--- src/rtl/dmem_arbiter.sv ---
// rtl/dmem_arbiter.sv - single-port data-memory arbiter between CPU load/store and VGA line prefetch
module dmem_arbiter #(
    parameter int FIFO_DEPTH = 8,
    parameter int LOW_WATER  = 2,
    parameter int MAX_WAIT   = 8
) (
    input  logic        sysclk,
    input  logic        reset_n,
    input  logic        cpu_req,
    input  logic        cpu_we,
    input  logic [31:0] cpu_addr,
    input  logic [31:0] cpu_wdata,
    output logic [31:0] cpu_rdata,
    output logic        cpu_ready,
    input  logic        line_start,
    input  logic [31:0] line_base,
    input  logic [9:0]  line_len,
    input  logic        vga_pop,
    output logic [31:0] vga_data,
    output logic        vga_empty,
    output logic        vga_underflow,
    output logic        mem_en,
    output logic        mem_we,
    output logic [31:0] mem_addr,
    output logic [31:0] mem_wdata,
    input  logic [31:0] mem_rdata
);
    localparam int AW = $clog2(FIFO_DEPTH);
    localparam int CW = AW + 1;
    localparam int WW = $clog2(MAX_WAIT + 1);
    localparam logic [CW-1:0] DEPTH_C = CW'(FIFO_DEPTH);
    localparam logic [CW-1:0] LOW_C   = CW'(LOW_WATER);
    localparam logic [WW-1:0] MAXW_C  = WW'(MAX_WAIT);

    typedef enum logic [1:0] {S_IDLE, S_FETCH, S_DRAIN} state_t;

    state_t          state_q, state_d;
    logic [31:0]     ptr_q, ptr_d;
    logic [9:0]      rem_q, rem_d;
    logic [CW-1:0]   count_q, count_d;
    logic [AW-1:0]   rd_ptr_q, rd_ptr_d, wr_ptr_q, wr_ptr_d, rd_nxt;
    logic [WW-1:0]   wait_q, wait_d;
    logic            infl_q, discard_q;
    logic            cpu_ready_q, cpu_rd_q;
    logic            empty_q, empty_d;
    logic            underflow_q, underflow_d;
    logic [31:0]     head_q, head_d;
    logic [31:0]     fifo_q [FIFO_DEPTH];

    logic [CW-1:0]   level;
    logic            issuable, urgent, grant_cpu, grant_vga, push, pop_ok;

    // Level counts an in-flight read (even a discarded one) so the FIFO can never overfill.
    assign level     = count_q + CW'(infl_q);
    assign issuable  = (state_q == S_FETCH) && (level < DEPTH_C);
    assign urgent    = issuable && (level <= LOW_C);
    assign grant_cpu = reset_n && cpu_req && !cpu_ready_q && ((wait_q >= MAXW_C) || !urgent);
    assign grant_vga = reset_n && !grant_cpu && issuable;
    assign push      = infl_q && !discard_q && !line_start;
    assign pop_ok    = vga_pop && (count_q != '0) && !line_start;
    assign rd_nxt    = rd_ptr_q + AW'(1);

    assign mem_en    = grant_cpu || grant_vga;
    assign mem_we    = grant_cpu && cpu_we;
    assign mem_addr  = grant_cpu ? cpu_addr : (grant_vga ? ptr_q : 32'd0);
    assign mem_wdata = grant_cpu ? cpu_wdata : 32'd0;

    assign cpu_ready     = cpu_ready_q;
    assign cpu_rdata     = cpu_rd_q ? mem_rdata : 32'd0;
    assign vga_data      = head_q;
    assign vga_empty     = empty_q;
    assign vga_underflow = underflow_q;

    always_comb begin
        state_d = state_q;
        ptr_d   = ptr_q;
        rem_d   = rem_q;
        if (line_start) begin
            ptr_d   = line_base;
            rem_d   = line_len;
            state_d = (line_len != 10'd0) ? S_FETCH : S_IDLE;
        end else begin
            case (state_q)
                S_FETCH: if (grant_vga) begin
                    ptr_d = ptr_q + 32'd4;
                    rem_d = rem_q - 10'd1;
                    if (rem_q == 10'd1) state_d = S_DRAIN;
                end
                S_DRAIN: if (!infl_q) state_d = S_IDLE;
                default: ;
            endcase
        end
    end

    always_comb begin
        count_d     = line_start ? '0 : count_q + CW'(push) - CW'(pop_ok);
        empty_d     = (count_d == '0);
        wr_ptr_d    = line_start ? rd_ptr_q : wr_ptr_q + AW'(push);
        rd_ptr_d    = pop_ok ? rd_nxt : rd_ptr_q;
        underflow_d = line_start ? 1'b0 : (underflow_q || (vga_pop && count_q == '0));
        wait_d      = wait_q;
        if (!cpu_req || grant_cpu) wait_d = '0;
        else if (wait_q != MAXW_C) wait_d = wait_q + WW'(1);
        // Head only moves when a new word becomes the front; otherwise it holds the last value.
        head_d = head_q;
        if (pop_ok && count_q > CW'(1))
            head_d = fifo_q[rd_nxt];
        else if (push && (count_q == '0 || (pop_ok && count_q == CW'(1))))
            head_d = mem_rdata;
    end

    always_ff @(posedge sysclk or negedge reset_n) begin
        if (!reset_n) begin
            state_q     <= S_IDLE;
            ptr_q       <= '0;
            rem_q       <= '0;
            count_q     <= '0;
            rd_ptr_q    <= '0;
            wr_ptr_q    <= '0;
            wait_q      <= '0;
            infl_q      <= 1'b0;
            discard_q   <= 1'b0;
            cpu_ready_q <= 1'b0;
            cpu_rd_q    <= 1'b0;
            empty_q     <= 1'b1;
            underflow_q <= 1'b0;
            head_q      <= '0;
        end else begin
            state_q     <= state_d;
            ptr_q       <= ptr_d;
            rem_q       <= rem_d;
            count_q     <= count_d;
            rd_ptr_q    <= rd_ptr_d;
            wr_ptr_q    <= wr_ptr_d;
            wait_q      <= wait_d;
            infl_q      <= grant_vga;
            discard_q   <= grant_vga && line_start;
            cpu_ready_q <= grant_cpu;
            cpu_rd_q    <= grant_cpu && !cpu_we;
            empty_q     <= empty_d;
            underflow_q <= underflow_d;
            head_q      <= head_d;
        end
    end

    always_ff @(posedge sysclk) begin
        if (push) fifo_q[wr_ptr_q] <= mem_rdata;
    end
endmodule
--- config.mk ---
export PLATFORM = sky130hd
export DESIGN_NAME = dmem_arbiter
export DESIGN_NICKNAME = d
export VERILOG_FILES = /design/src/rtl/dmem_arbiter.sv
export SDC_FILE = /design/constraint.sdc
export NUM_CORES = 1
export LEC_CHECK = 0
export BUFFER_PORTS_ARGS = -buffer_cell sky130_fd_sc_hd__buf_2
export CAP_MARGIN = 25
export CELL_PAD_IN_SITES_DETAIL_PLACEMENT = 0
export CELL_PAD_IN_SITES_GLOBAL_PLACEMENT = 2
export CORE_UTILIZATION = 35
export DETAILED_ROUTE_END_ITERATION = 8
export HOLD_SLACK_MARGIN = 0.15
export PLACE_DENSITY_LB_ADDON = 0.1
export SLEW_MARGIN = 20
export SYNTH_ARGS = -nofsm -noshare
export SYNTH_HDL_FRONTEND = slang
export SYNTH_SLANG_ARGS = --single-unit
--- constraint.sdc ---
create_clock -name sysclk -period 3.8 [get_ports sysclk]
set_input_delay 0.76 -clock sysclk [delete_from_list [all_inputs] [get_ports sysclk]]
set_output_delay 0.76 -clock sysclk [all_outputs]
set_load 0.01 [all_outputs]
### Yosys cells after proc, flatten, opt, wreduce, memory -nomap -nowiden

Memories as Yosys holds them, arrays and structs flattened.
Cells that the tools add are included.

| operators by class | value |
|---|---|
| add/sub/neg operators | 8 |
| order comparisons | 4 |
| equality and inequality tests | 8 |
| mux-type cells | 25 |
| reduce and logical (&&, ||, !) cells | 41 |

Operator list:

| cell | count |
|---|---|
| $mux 32 | 9 |
| $add 32x3->32 const B | 1 |
| $mux 10 | 3 |
| $logic_and 1x1->1 | 18 |
| $mux 4 | 3 |
| $eq 10x1->1 const B | 1 |
| $reduce_bool 10->1 | 1 |
| $sub 10x1->10 const B | 1 |
| $add 4x1->4 | 2 |
| $logic_not 4->1 | 2 |
| $mux 2 | 4 |
| $reduce_bool 2->1 | 4 |
| $logic_not 1->1 | 7 |
| $ne 3x3->1 const B | 2 |
| $logic_or 1x1->1 | 5 |
| $add 4x1->4 const B | 1 |
| $eq 4x1->1 const B | 1 |
| $ge 4x4->1 const B | 1 |
| $gt 4x1->1 const B | 1 |
| $le 4x2->1 const B | 1 |
| $lt 4x4->1 const B | 1 |
| $mux 1 | 4 |
| $ne 4x4->1 const B | 1 |
| $pmux 2 s2 | 1 |
| other kinds (11) | 11 |

| storage, ports and cells | value |
|---|---|
| register bits | 96 |
| memory bits (writable) | 256 |
| output and inout bits | 133 |
| logic and storage cells | 101 |
| memories kept | 1 |

Memory list:

| memory | depth | bits a word | read ports | clocked after Yosys merged registers in | wr ports | RTL line | source |
|---|---|---|---|---|---|---|---|
| fifo_q | 8 | 32 | 1 | 0 | 1 | 48 | `logic [31:0] fifo_q [FIFO_DEPTH];` |

### Depth between registers and ports, before layout

Gate-level depths: netlist of run 1.

| depth | value |
|---|---|
| word-level depth | 13 |
| depth in mapped cells | 11 |
| mapped depth without buffers | 11 |

### Worst setup path after synthesis of run 1

No wires, ideal clock.

| timing | value |
|---|---|
| path kind | input port to flip-flop |
| start point | input line_start |
| end point | memory fifo_q[1][0] (enable) |
| arrival | 3.520 ns |
| data required time | 3.339 ns |
| path slack | -0.181 ns |
| cell stages on the path | 3 |
| buffers on the path | 0 |
| path through | nor3b_1 nand2_1 nor3_1 |

| on the way | value |
|---|---|
| word-level cells in the longest chain between the ends | 4 |

Ends and longest elaborated chain:

| what | RTL line | source |
|---|---|---|
| start, declared | 15 | `input logic line_start,` |
| $logic_not 1->1 | 59 | `assign push = infl_q && !discard_q && !line_start;` |
| $logic_and 1x1->1 | 59 |  |
| $mux 1 | 147 | `if (push) fifo_q[wr_ptr_q] <= mem_rdata;` |
| $mux 1 (implied by the code) | 147 |  |
| end, declared | 48 |  |

Every way passes these cells.

### Worst setup path in the final report of run 1

| timing | value |
|---|---|
| start point | register count_q[0] |
| end point | output mem_wdata[4] |

| on the way | value |
|---|---|
| word-level cells in the longest chain between the ends | 8 |

Ends and longest elaborated chain:

| what | RTL line | source |
|---|---|---|
| start, declared | 40 | `logic [CW-1:0] count_q, count_d;` |
| start signal, assigned | 132 | `count_q <= count_d;` |
| $add 4x1->4 (*) | 54 | `assign level = count_q + CW'(infl_q);` |
| $lt 4x4->1 | 55 | `assign issuable = (state_q == S_FETCH) && (level < DEPTH_C);` |
| $logic_and 1x1->1 | 55 |  |
| $logic_and 1x1->1 (*) | 56 | `assign urgent = issuable && (level <= LOW_C);` |
| $logic_not 1->1 (*) | 57 | `assign grant_cpu = reset_n && cpu_req && !cpu_ready_q && ((wait_q >= MAXW_C) \|\| !urgent);` |
| $logic_or 1x1->1 (*) | 57 |  |
| $logic_and 1x1->1 (*) | 57 |  |
| $mux 32 (*) | 66 | `assign mem_wdata = grant_cpu ? cpu_wdata : 32'd0;` |
| end, declared | 25 | `output logic [31:0] mem_wdata,` |

Mark *: on every way between the ends. The rest lies on a longest branch, timed or not.

==> impl_metrics.ini, run 1 <==
[timing]
timing_max_transition_violations_final = 0
finClkSkew_ns = 0.0144
post-route-min-period_ns = 3.62
finalSetupViolCount = 0
slew_headroom_pct = 45.6
max_freq_mhz = 276
fin_tns_setup_ns = 0
rsz0062_at_grt = false
worst-slew-pin-transition_ns = 0.815
timing.final.crit_share_pct = 95.2
hold-worst-slack_ns = 0.260
timing_hold_violations_final = 0

[floorplanning]
dieArea_um2 = 45000
core-area_um2 = 43400
placement_rows = 76
die_w_um = 212
start_util_pct = 35.6
die_h_um = 212
design.portCount = 277

[synthesis]
synth_seq_cells = 352
synthDistinctLibCells = 50
netlist_area_before_placement_um2 = 15500
synth_seq_area_share_pct = 65.3
count_of_warnings_emitted_by_yosys = 0
synth_async_sr_flop_share_pct = 27.3
syn-instance-count = 1085
synth_enable_flop_cells = 256
synth.avg_cell_area_um2 = 14.2
syn-num-nets = 1247
yosys_most_used_dff = edfxtp_1

[global_route]
top_usage_layer = met2
met1_track_demand_over_resource_in_global_routing_pct = 24.3
grt_usage_pct = 18.3
grt_pass1_vias = 10100
grt_first_pass_wirelength_um = 61400
groute.layer.met2.usage_pct = 31.1
global_route_overflow = 0
pin_count_of_the_biggest_net_entering_global_routing = 70
gr-usage-met3_pct = 3.55
grt_antenna_before_repair = 3

[clock_tree]
cts_bufs_inserted = 40
cts-hold-fix-buffers = 0
cts_setup_buffers = 0
clock_latency_ns = 0.55
cts.sinks = 352
cts_root_buf = clkbuf_16
htree_num_levels = 2
clkSlewWorstSetupHoldPaths_ns = 0.05
cts_max_path_buffers = 3
tritoncts = built

[run]
max_cap_violations = 0

[finish]
layout_commonest_cell = buf_2
fillerInstances = 4098
area_growth_syn_to_layout_pct = 23.4
most_frequent_cells_in_the_layout = buf_2 (275), edfxtp_1 (256), nand2_1 (143)
fin_cells = 1988
num-nets-final = 1533
final_layout_size_suffix_gt1_share_pct = 32.9

[pwr]
power.density_cell_area_nw_per_um2 = 659
worst_ir_drop_vdd_uv = 475
p_leak_uw = 0.00751

[critical_path]
critical_path_capture_point_type = output port
worst-endpoint-arrival_ns = 2.86
startpoint_type = register
maximum_fanout_encountered_on_the_critical_timing_path = 34
crit_required_ns = 3.04
timing.critical_path.to = mem_wdata[4]
regToRegSetupSlack_ns = 0.93
worst_r2r_startpoint = count_q[0]
timing.critical_path.from = count_q[0]
criticalPathCategory = reg -> out
reg2reg_depth = 8
r2r_end = ptr_q[27]

[drt]
ant_nets = 0
drc = 0
route.detailed.vias_per_inst = 4.97
wl_um = 40200
drt_pass1_iterations = 4
iter_0_drt_violations = 465
route.detailed.wl_per_inst_um = 20.2
detailroute.via_count = 9887

[min_path]
timing.hold.worst.class = in -> async

[placed_design]
gp_routability_congestion = 0.757
buffers_on_ports = 276
placed_cells = 1913
dp.final_hpwl_um = 25100

[outcome]
status = finished, final reports clean
==> worst min-delay path by stage <==
stage,start,to,slack [ns],cells after the start
floorplan,reset_n,count_q[0],0.46,0
global placement,vga_data[3],vga_data[3],0.46,2
detailed placement,vga_data[0],vga_data[0],0.46,2
CTS,reset_n,wait_q[1],0.22,2
global route,reset_n,vga_data[30],0.26,2
finish,reset_n,wait_q[1],0.26,2
==> worst max-delay path, stage by stage (launching register included) <==
cell and delay (ns):
dfrtp_1 0.41, ha_1 0.24, ha_1 0.27, a21o_1 0.16, or2_2 0.30, o311a_2 0.55
and2_1 0.24, buf_2 0.13
==> report_power, final <==
group | switching [µW] | total [µW] | internal [µW]
Combinational | 2190 | 4010 | 1820
Clock | 1500 | 3690 | 2190
Sequential | 330 | 4870 | 4540
==> per-layer routing <==
metal | vias to the layer above | wire (µm) | share of wire (%)
met4 | 2 | 491 | 1.2
met1 | 4983 | 17700 | 44
met2 | 211 | 20100 | 50
li1 | 4655 | - | -
met5 | - | 11 | 0.027
met3 | 36 | 1870 | 4.7
==> kinds of logic after synthesis <==
family,after synthesis,synth area share (%)
simple gates,393,12.8
flops,352,65.3
compound gates,119,5.38
mux,81,10.5
buf+inv,78,1.99
xor+xnor,44,2.49
fa+ha+maj,18,1.51
==> sequential cells by signal, indices dropped and copies added, names as in the netlist <==
name / count
count_q: 4
cpu_rd_q: 1
cpu_ready: 1
discard_q: 1
fifo_q: 256
infl_q: 1
ptr_q: 32
rd_ptr_q: 3
rem_q: 10
state_q: 2
vga_data: 32
vga_empty: 1
vga_underflow: 1
wait_q: 4
wr_ptr_q: 3
==> what timing repair did <==
| action | CTS | global route |
|---|---|---|
| endpoints found under the setup margin | 66 | 32 |
| gates cloned | 0 | 1 |
| pin swaps | 1 | 0 |
| resized for setup | 1 | 1 |
==> cell type report <==
cell class | instances | area [µm²] | share of cell area, %
Antenna cell | 2 | 5.00 | 0.0262
Clock buffer | 62 | 1130 | 5.95
Clock inverter | 10 | 111 | 0.584
Inverter | 13 | 48.8 | 0.256
Multi-Input combinational cell | 656 | 5220 | 27.4
Sequential cell | 352 | 10100 | 52.9
Tap cell | 585 | 732 | 3.84
Timing Repair Buffer | 308 | 1720 | 9.04
==> through the flow <==
| stage | cell area, µm² | worst slack [ns] | utilization, % | total power [µW] |
|---|---|---|---|---|
| after floorplan | 15500 | 0.660 | - | 7510 |
| after global placement | 17800 | 0.429 | 41.0 | 9040 |
| after detailed placement | 17800 | 0.387 | 41.0 | 9070 |
| after CTS | 19000 | 0.0114 | 43.9 | 12800 |
| after global routing | 19100 | 0.00939 | 44.0 | 13300 |
| final | 19100 | 0.183 | 44.0 | 12600 |
==> synthesized netlist by cell type (7+ instances only) <==
cell type | n | share of area (%)
xor2_1 | 11 | 0.62
o21ai_0 | 33 | 1.1
nor3_1 | 14 | 0.45
nand2_1 | 143 | 3.5
xnor2_1 | 33 | 1.9
nor4_1 | 21 | 0.85
nor2_1 | 54 | 1.3
edfxtp_1 | 256 | 50
and3_1 | 35 | 1.4
clkbuf_1 | 54 | 1.3
ha_1 | 17 | 1.4
dfrtp_1 | 95 | 15
mux2_2 | 13 | 0.95
nand2b_1 | 10 | 0.40
o31ai_1 | 32 | 1.6
a21oi_1 | 7 | 0.23
inv_1 | 13 | 0.32
nor2b_1 | 7 | 0.28
mux4_2 | 64 | 9.3
nand3_1 | 10 | 0.32
and2_1 | 68 | 2.8
a22o_1 | 32 | 1.8
(Power assumes the default switching activity.)
==> inputs of run 2 (changes only) <==
--- a/config.mk
+++ b/config.mk
@@ -9,11 +9,10 @@
 export CAP_MARGIN = 25
 export CELL_PAD_IN_SITES_DETAIL_PLACEMENT = 0
 export CELL_PAD_IN_SITES_GLOBAL_PLACEMENT = 2
-export CORE_UTILIZATION = 35
+export CORE_UTILIZATION = 39
 export DETAILED_ROUTE_END_ITERATION = 8
 export HOLD_SLACK_MARGIN = 0.15
 export PLACE_DENSITY_LB_ADDON = 0.1
-export SLEW_MARGIN = 20
 export SYNTH_ARGS = -nofsm -noshare
 export SYNTH_HDL_FRONTEND = slang
 export SYNTH_SLANG_ARGS = --single-unit
==> constraint.sdc (replaced) <==
create_clock -name sysclk -period 3.45 [get_ports sysclk]
set_input_delay 0.69 -clock sysclk [delete_from_list [all_inputs] [get_ports sysclk]]
set_output_delay 0.69 -clock sysclk [all_outputs]
set_load 0.01 [all_outputs]
==> run 2 against run 1 <==
The run now ends with negative setup slack left; clock-buffer cell count decreased by 14; clock power increased by 18%; core utilization grew 5.7 points; wire length shrank 2.5%; via count up 0.81%; first-iteration DRC count shrank 0.65%.
==> impl_metrics.ini, run 2 (synthesized netlist as in run 1, its figures left out) <==
[outcome]
status = complete, but fails checks
violations = negative setup slack

[critical_path]
worst_r2r_startpoint = infl_q
regToRegSetupSlack_ns = 0.58
cp_slowest_stage_delay_ns = 0.46
reg2reg_depth = 9
criticalPathCategory = reg -> out
maximum_fanout_encountered_on_the_critical_timing_path = 7
r2r_end = ptr_q[27]
critical_path_capture_point_type = output port
crit_required_ns = 2.76
cp_common_cell = ha_4
worst-endpoint-arrival_ns = 2.76
critical-path-slowest-cell = o311a_4
critical_path.cell_chain = ha_4 > ha_4 > a21o_1 > or2_4 > o311a_4 > clkbuf_16 > a22o_1 > buf_2
startpoint_type = register

[drt]
drc = 0
route.detailed.vias_per_inst = 5.16
iter_0_drt_violations = 462
ant_nets = 0
route.detailed.wl_per_inst_um = 20.3
wl_um = 39200
detailroute.via_count = 9967
drt_pass1_iterations = 4

[timing]
slew_headroom_pct = 47.0
rsz0062_at_grt = true
worst-slew-pin-transition_ns = 0.795
timing.final.crit_share_pct = 100
timing_max_transition_violations_final = 0
finClkSkew_ns = 0.0177
timing_hold_violations_final = 0
setup_slack_ns = -0.00327
post-route-min-period_ns = 3.45
max_freq_mhz = 290
finalSetupViolCount = 5

[finish]
final_layout_size_suffix_gt1_share_pct = 35.1
area_growth_syn_to_layout_pct = 24.8
layout_commonest_cell = buf_2
largest_register = fifo_q
flip_flop_count_of_the_largest_register_all_copies_and_words_added = 256
design_area_um2 = 19300
num-nets-final = 1544
most_frequent_cells_in_the_layout = buf_2 (270), edfxtp_1 (256), nand2_1 (143)
fillerInstances = 3418
fin_cells = 1932

[placed_design]
placed_cells = 1851
cell_area_after_placement_um2 = 17700
buffers_on_ports = 276
dp.final_hpwl_um = 23700
place_ws_ns = 0.386
gp_routability_congestion = 0.756

[pwr]
worst_ir_drop_vdd_uv = 582
power.density_cell_area_nw_per_um2 = 732
p_total_uw = 14100
p_leak_uw = 0.00764

[global_route]
grt_usage_pct = 19.4
grt_antenna_before_repair = 4
pin_count_of_the_biggest_net_entering_global_routing = 75
grt_first_pass_wirelength_um = 60300
global_route_overflow = 0
grt_pass1_vias = 10300

[clock_tree]
cts_max_path_buffers = 3
tritoncts = built
clkSlewWorstSetupHoldPaths_ns = 0.06
cts_bufs_inserted = 39
cts_root_buf = clkbuf_16
clock_latency_ns = 0.53
cts-hold-fix-buffers = 0
cts.sinks = 352
htree_num_levels = 2

[min_path]
timing.hold.worst.class = in -> async

[floorplanning]
die_w_um = 201
start_util_pct = 39.8
core-area_um2 = 38800
design.portCount = 277
dieArea_um2 = 40400
die_h_um = 201
placement_rows = 72

[run]
max_cap_violations = 0
## run 2: cell count changes in the layout (fill, tap and decap cells not counted), sizes merged
cell      delta
buf         +11
bufinv       +4
inv          +1
clkbuf      -12
o311a        -1
clkinvlp     +5
clkinv       +3
## run 2: worst max path at each step
stage | startpoint | to | slack (ns) | cells after the start
after floorplan | count_q[0] | mem_addr[12] | 0.38 | 9
after global placement | count_q[0] | mem_addr[25] | 0.42 | 8
after detailed placement | count_q[0] | mem_addr[21] | 0.39 | 8
after CTS | infl_q | mem_addr[18] | -0.01 | 8
after global routing | infl_q | mem_addr[1] | -0.08 | 8
final | infl_q | mem_addr[15] | -0.003 | 8
## run 2: through the flow
stage	util, %	TNS [ns]	hold WS [ns]
final	49.7	-0.0106	0.335
after global routing	49.7	-2.46	0.314
after CTS	49.2	-0.0566	0.311
after detailed placement	45.6	0	0.462
after global placement	45.6	0	0.455
after floorplan	-	0	0.394
## run 2: critical path, delay by kind of cell, from the launching register on
family,cells,cell delay (ns)
AO/OA/AOI/OAI,3,0.85
adder cells (fa/ha/maj),2,0.39
buffers and inverters,2,0.33
flip-flops,1,0.41
AND/OR/NAND/NOR,1,0.22
## run 2: repair_timing
| item | 4_1_cts | 5_1_grt |
|---|---|---|
| endpoints found under the setup margin | 66 | 33 |
| cloned | 1 | 5 |
| buffers inserted | 1 | 1 |
| pin swaps | 6 | 18 |
| gates resized for setup | 3 | 16 |
## run 2: per-layer routing
| layer | vias up | part of all wire, % | track usage [%] |
|---|---|---|---|
| met3 | 52 | 5.8 | 3.49 |
| met2 | 233 | 49 | 32.6 |
| met4 | 4 | 1.6 | 3.95 |
| li1 | 4665 | - | - |
| met1 | 5013 | 43 | 26.4 |
| met5 | - | 0.071 | 0 |
## run 2: layout make-up
type,count,area [µm²],share of cell area (%)
sequential,352,10100,52.3
multi-input combinational,655,5240,27.2
timing repair buffer,321,1880,9.76
clock buffer,48,1070,5.55
tap,518,648,3.36
clock inverter,23,298,1.54
inverter,13,48.8,0.253
antenna,2,5.00,0.0259
## run 2: where the power goes
group          switching, µW  internal, µW
sequential               297          5000
combinational           2440          2030
clock                   1690          2670
==> inputs of run 3 (changes only) <==
==> constraint.sdc (replaced) <==
create_clock -name sysclk -period 3.45 [get_ports sysclk]
set_input_delay 0.69 -clock sysclk [delete_from_list [all_inputs] [get_ports sysclk]]
set_output_delay 0.69 -clock sysclk [all_outputs]
set_load 0.05 [all_outputs]
==> run 3 against run 2 <==
The run still ends with negative setup slack left; sequential share of layout area down 0.34 points; hold slack better by 0.0082 ns; wire length rose by 0.82%; clock power fell by 14%; fmax shrank 0.49%; first-iteration DRC count fell by 3.5%; power up 3.6%; highest routed layer unchanged; clock-buffer cell count increased by 15; global-route usage increased by 0.32 points; via count up 0.22%; largest power group is now combinational logic; register-to-register slack better by 0.08 ns; non-clock buffer count increased by 2.
==> impl_metrics.ini, run 3 (synthesized netlist as in run 1, its figures left out) <==
[outcome]
status = complete, but fails checks
violations = negative setup slack

[timing]
setup_slack_ns = -0.0202
slew_headroom_pct = 46.3
timing_max_transition_violations_final = 0
max_freq_mhz = 288
timing_hold_violations_final = 0
finalSetupViolCount = 18
post-route-min-period_ns = 3.47
worst-slew-pin-transition_ns = 0.806
timing.final.crit_share_pct = 101
rsz0062_at_grt = true
finClkSkew_ns = 0.0148

[placed_design]
cell_area_after_placement_um2 = 17700
placed_cells = 1852
buffers_on_ports = 276
place_ws_ns = 0.306
gp_routability_congestion = 0.748
dp.final_hpwl_um = 23800

[finish]
layout_commonest_cell = edfxtp_1
num-nets-final = 1546
fillerInstances = 3427
design_area_um2 = 19400
largest_register = fifo_q
finalCoreUtilization_pct = 50.0
area_growth_syn_to_layout_pct = 25.6
most_frequent_cells_in_the_layout = edfxtp_1 (256), buf_2 (209), nand2_1 (143)
final_layout_size_suffix_gt1_share_pct = 33.6
flip_flop_count_of_the_largest_register_all_copies_and_words_added = 256
fin_cells = 1931

[drt]
drc = 0
iter_0_drt_violations = 446
route.detailed.vias_per_inst = 5.17
ant_nets = 0
route.detailed.wl_per_inst_um = 20.5
drt_pass1_iterations = 4
detailroute.via_count = 9989
wl_um = 39500

[clock_tree]
cts_root_buf = clkbuf_16
clock_latency_ns = 0.52
htree_num_levels = 2
tritoncts = built
clkSlewWorstSetupHoldPaths_ns = 0.06
cts.sinks = 352
cts_bufs_inserted = 39
cts_max_path_buffers = 3

[critical_path]
startpoint_type = register
timing.critical_path.from = infl_q
critical_path_capture_point_type = output port
r2r_end = vga_empty
criticalPathCategory = reg -> out
worst-endpoint-arrival_ns = 2.78
maximum_fanout_encountered_on_the_critical_timing_path = 17
worst_r2r_startpoint = count_q[2]
regToRegSetupSlack_ns = 0.66
timing.critical_path.to = mem_addr[10]
crit_required_ns = 2.76
reg2reg_depth = 11

[pwr]
power.density_cell_area_nw_per_um2 = 754
p_leak_uw = 0.00759
worst_ir_drop_vdd_uv = 448
p_total_uw = 14600

[global_route]
grt_usage_pct = 19.8
global_route_overflow = 0
grt_pass1_vias = 10300
pin_count_of_the_biggest_net_entering_global_routing = 75
grt_first_pass_wirelength_um = 60800
grt_antenna_before_repair = 6

[floorplanning]
die_w_um = 201
core-area_um2 = 38800
placement_rows = 72
dieArea_um2 = 40400
die_h_um = 201
design.portCount = 277
start_util_pct = 39.8

[run]
max_cap_violations = 0

[min_path]
timing.hold.worst.class = in -> reg
run 3: power breakdown:
part	internal, µW	switching, µW
registers	5000	301
logic	2160	3440
clock network	2170	1570
total	9330	5310
run 3: layout make-up:
cell class	instances	area, µm²	share of cell area (%)
Antenna cell	1	2.50	0.0129
Sequential cell	352	10100	52.0
Tap cell	518	648	3.34
Clock inverter	6	33.8	0.174
Timing Repair Buffer	323	2270	11.7
Multi-Input combinational cell	655	5220	26.9
Clock buffer	63	1100	5.65
Inverter	13	48.8	0.251
run 3: per-layer routing:
metal  GRT usage [%]  part of all wire [%]
met1            26.4                    44
met2            33.8                    50
met3            3.36                   4.4
met4            4.12                   1.3
met5               0                 0.099
run 3: worst max-delay path, stage by stage, from the launching register on:
cell	delay, ns
dfrtp_1	0.38
ha_2	0.21
ha_4	0.20
a21o_1	0.18
or2_4	0.22
o311a_4	0.36
bufbuf_16	0.31
a22o_1	0.25
buf_6	0.15
run 3: how the worst min path moves through the flow:
| stage | from | endpoint | slack [ns] | depth (start not counted) |
|---|---|---|---|---|
| after floorplan | reset_n | count_q[0] | 0.39 | 0 |
| after global placement | vga_data[2] | vga_data[2] | 0.45 | 2 |
| after detailed placement | vga_data[19] | vga_data[19] | 0.46 | 2 |
| after CTS | cpu_we | cpu_rd_q | 0.32 | 2 |
| after global routing | cpu_we | cpu_rd_q | 0.34 | 2 |
| final | cpu_we | cpu_rd_q | 0.34 | 2 |
run 3: stage by stage:
step           setup TNS, ns  hold slack, ns
2_1_floorplan              0           0.394
5_1_grt                -3.28           0.342
6_report              -0.198           0.344
3_3_place_gp               0           0.455
3_5_place_dp               0           0.460
4_1_cts               -0.453           0.320
run 3: what timing repair did:
item	in CTS	in global routing
cloned	4	0
buffers inserted	6	0
hold buffers	0	0
pin swaps	12	5
resized for setup	135	10
hold endpoints to repair	0	0
setup endpoints to repair	66	66
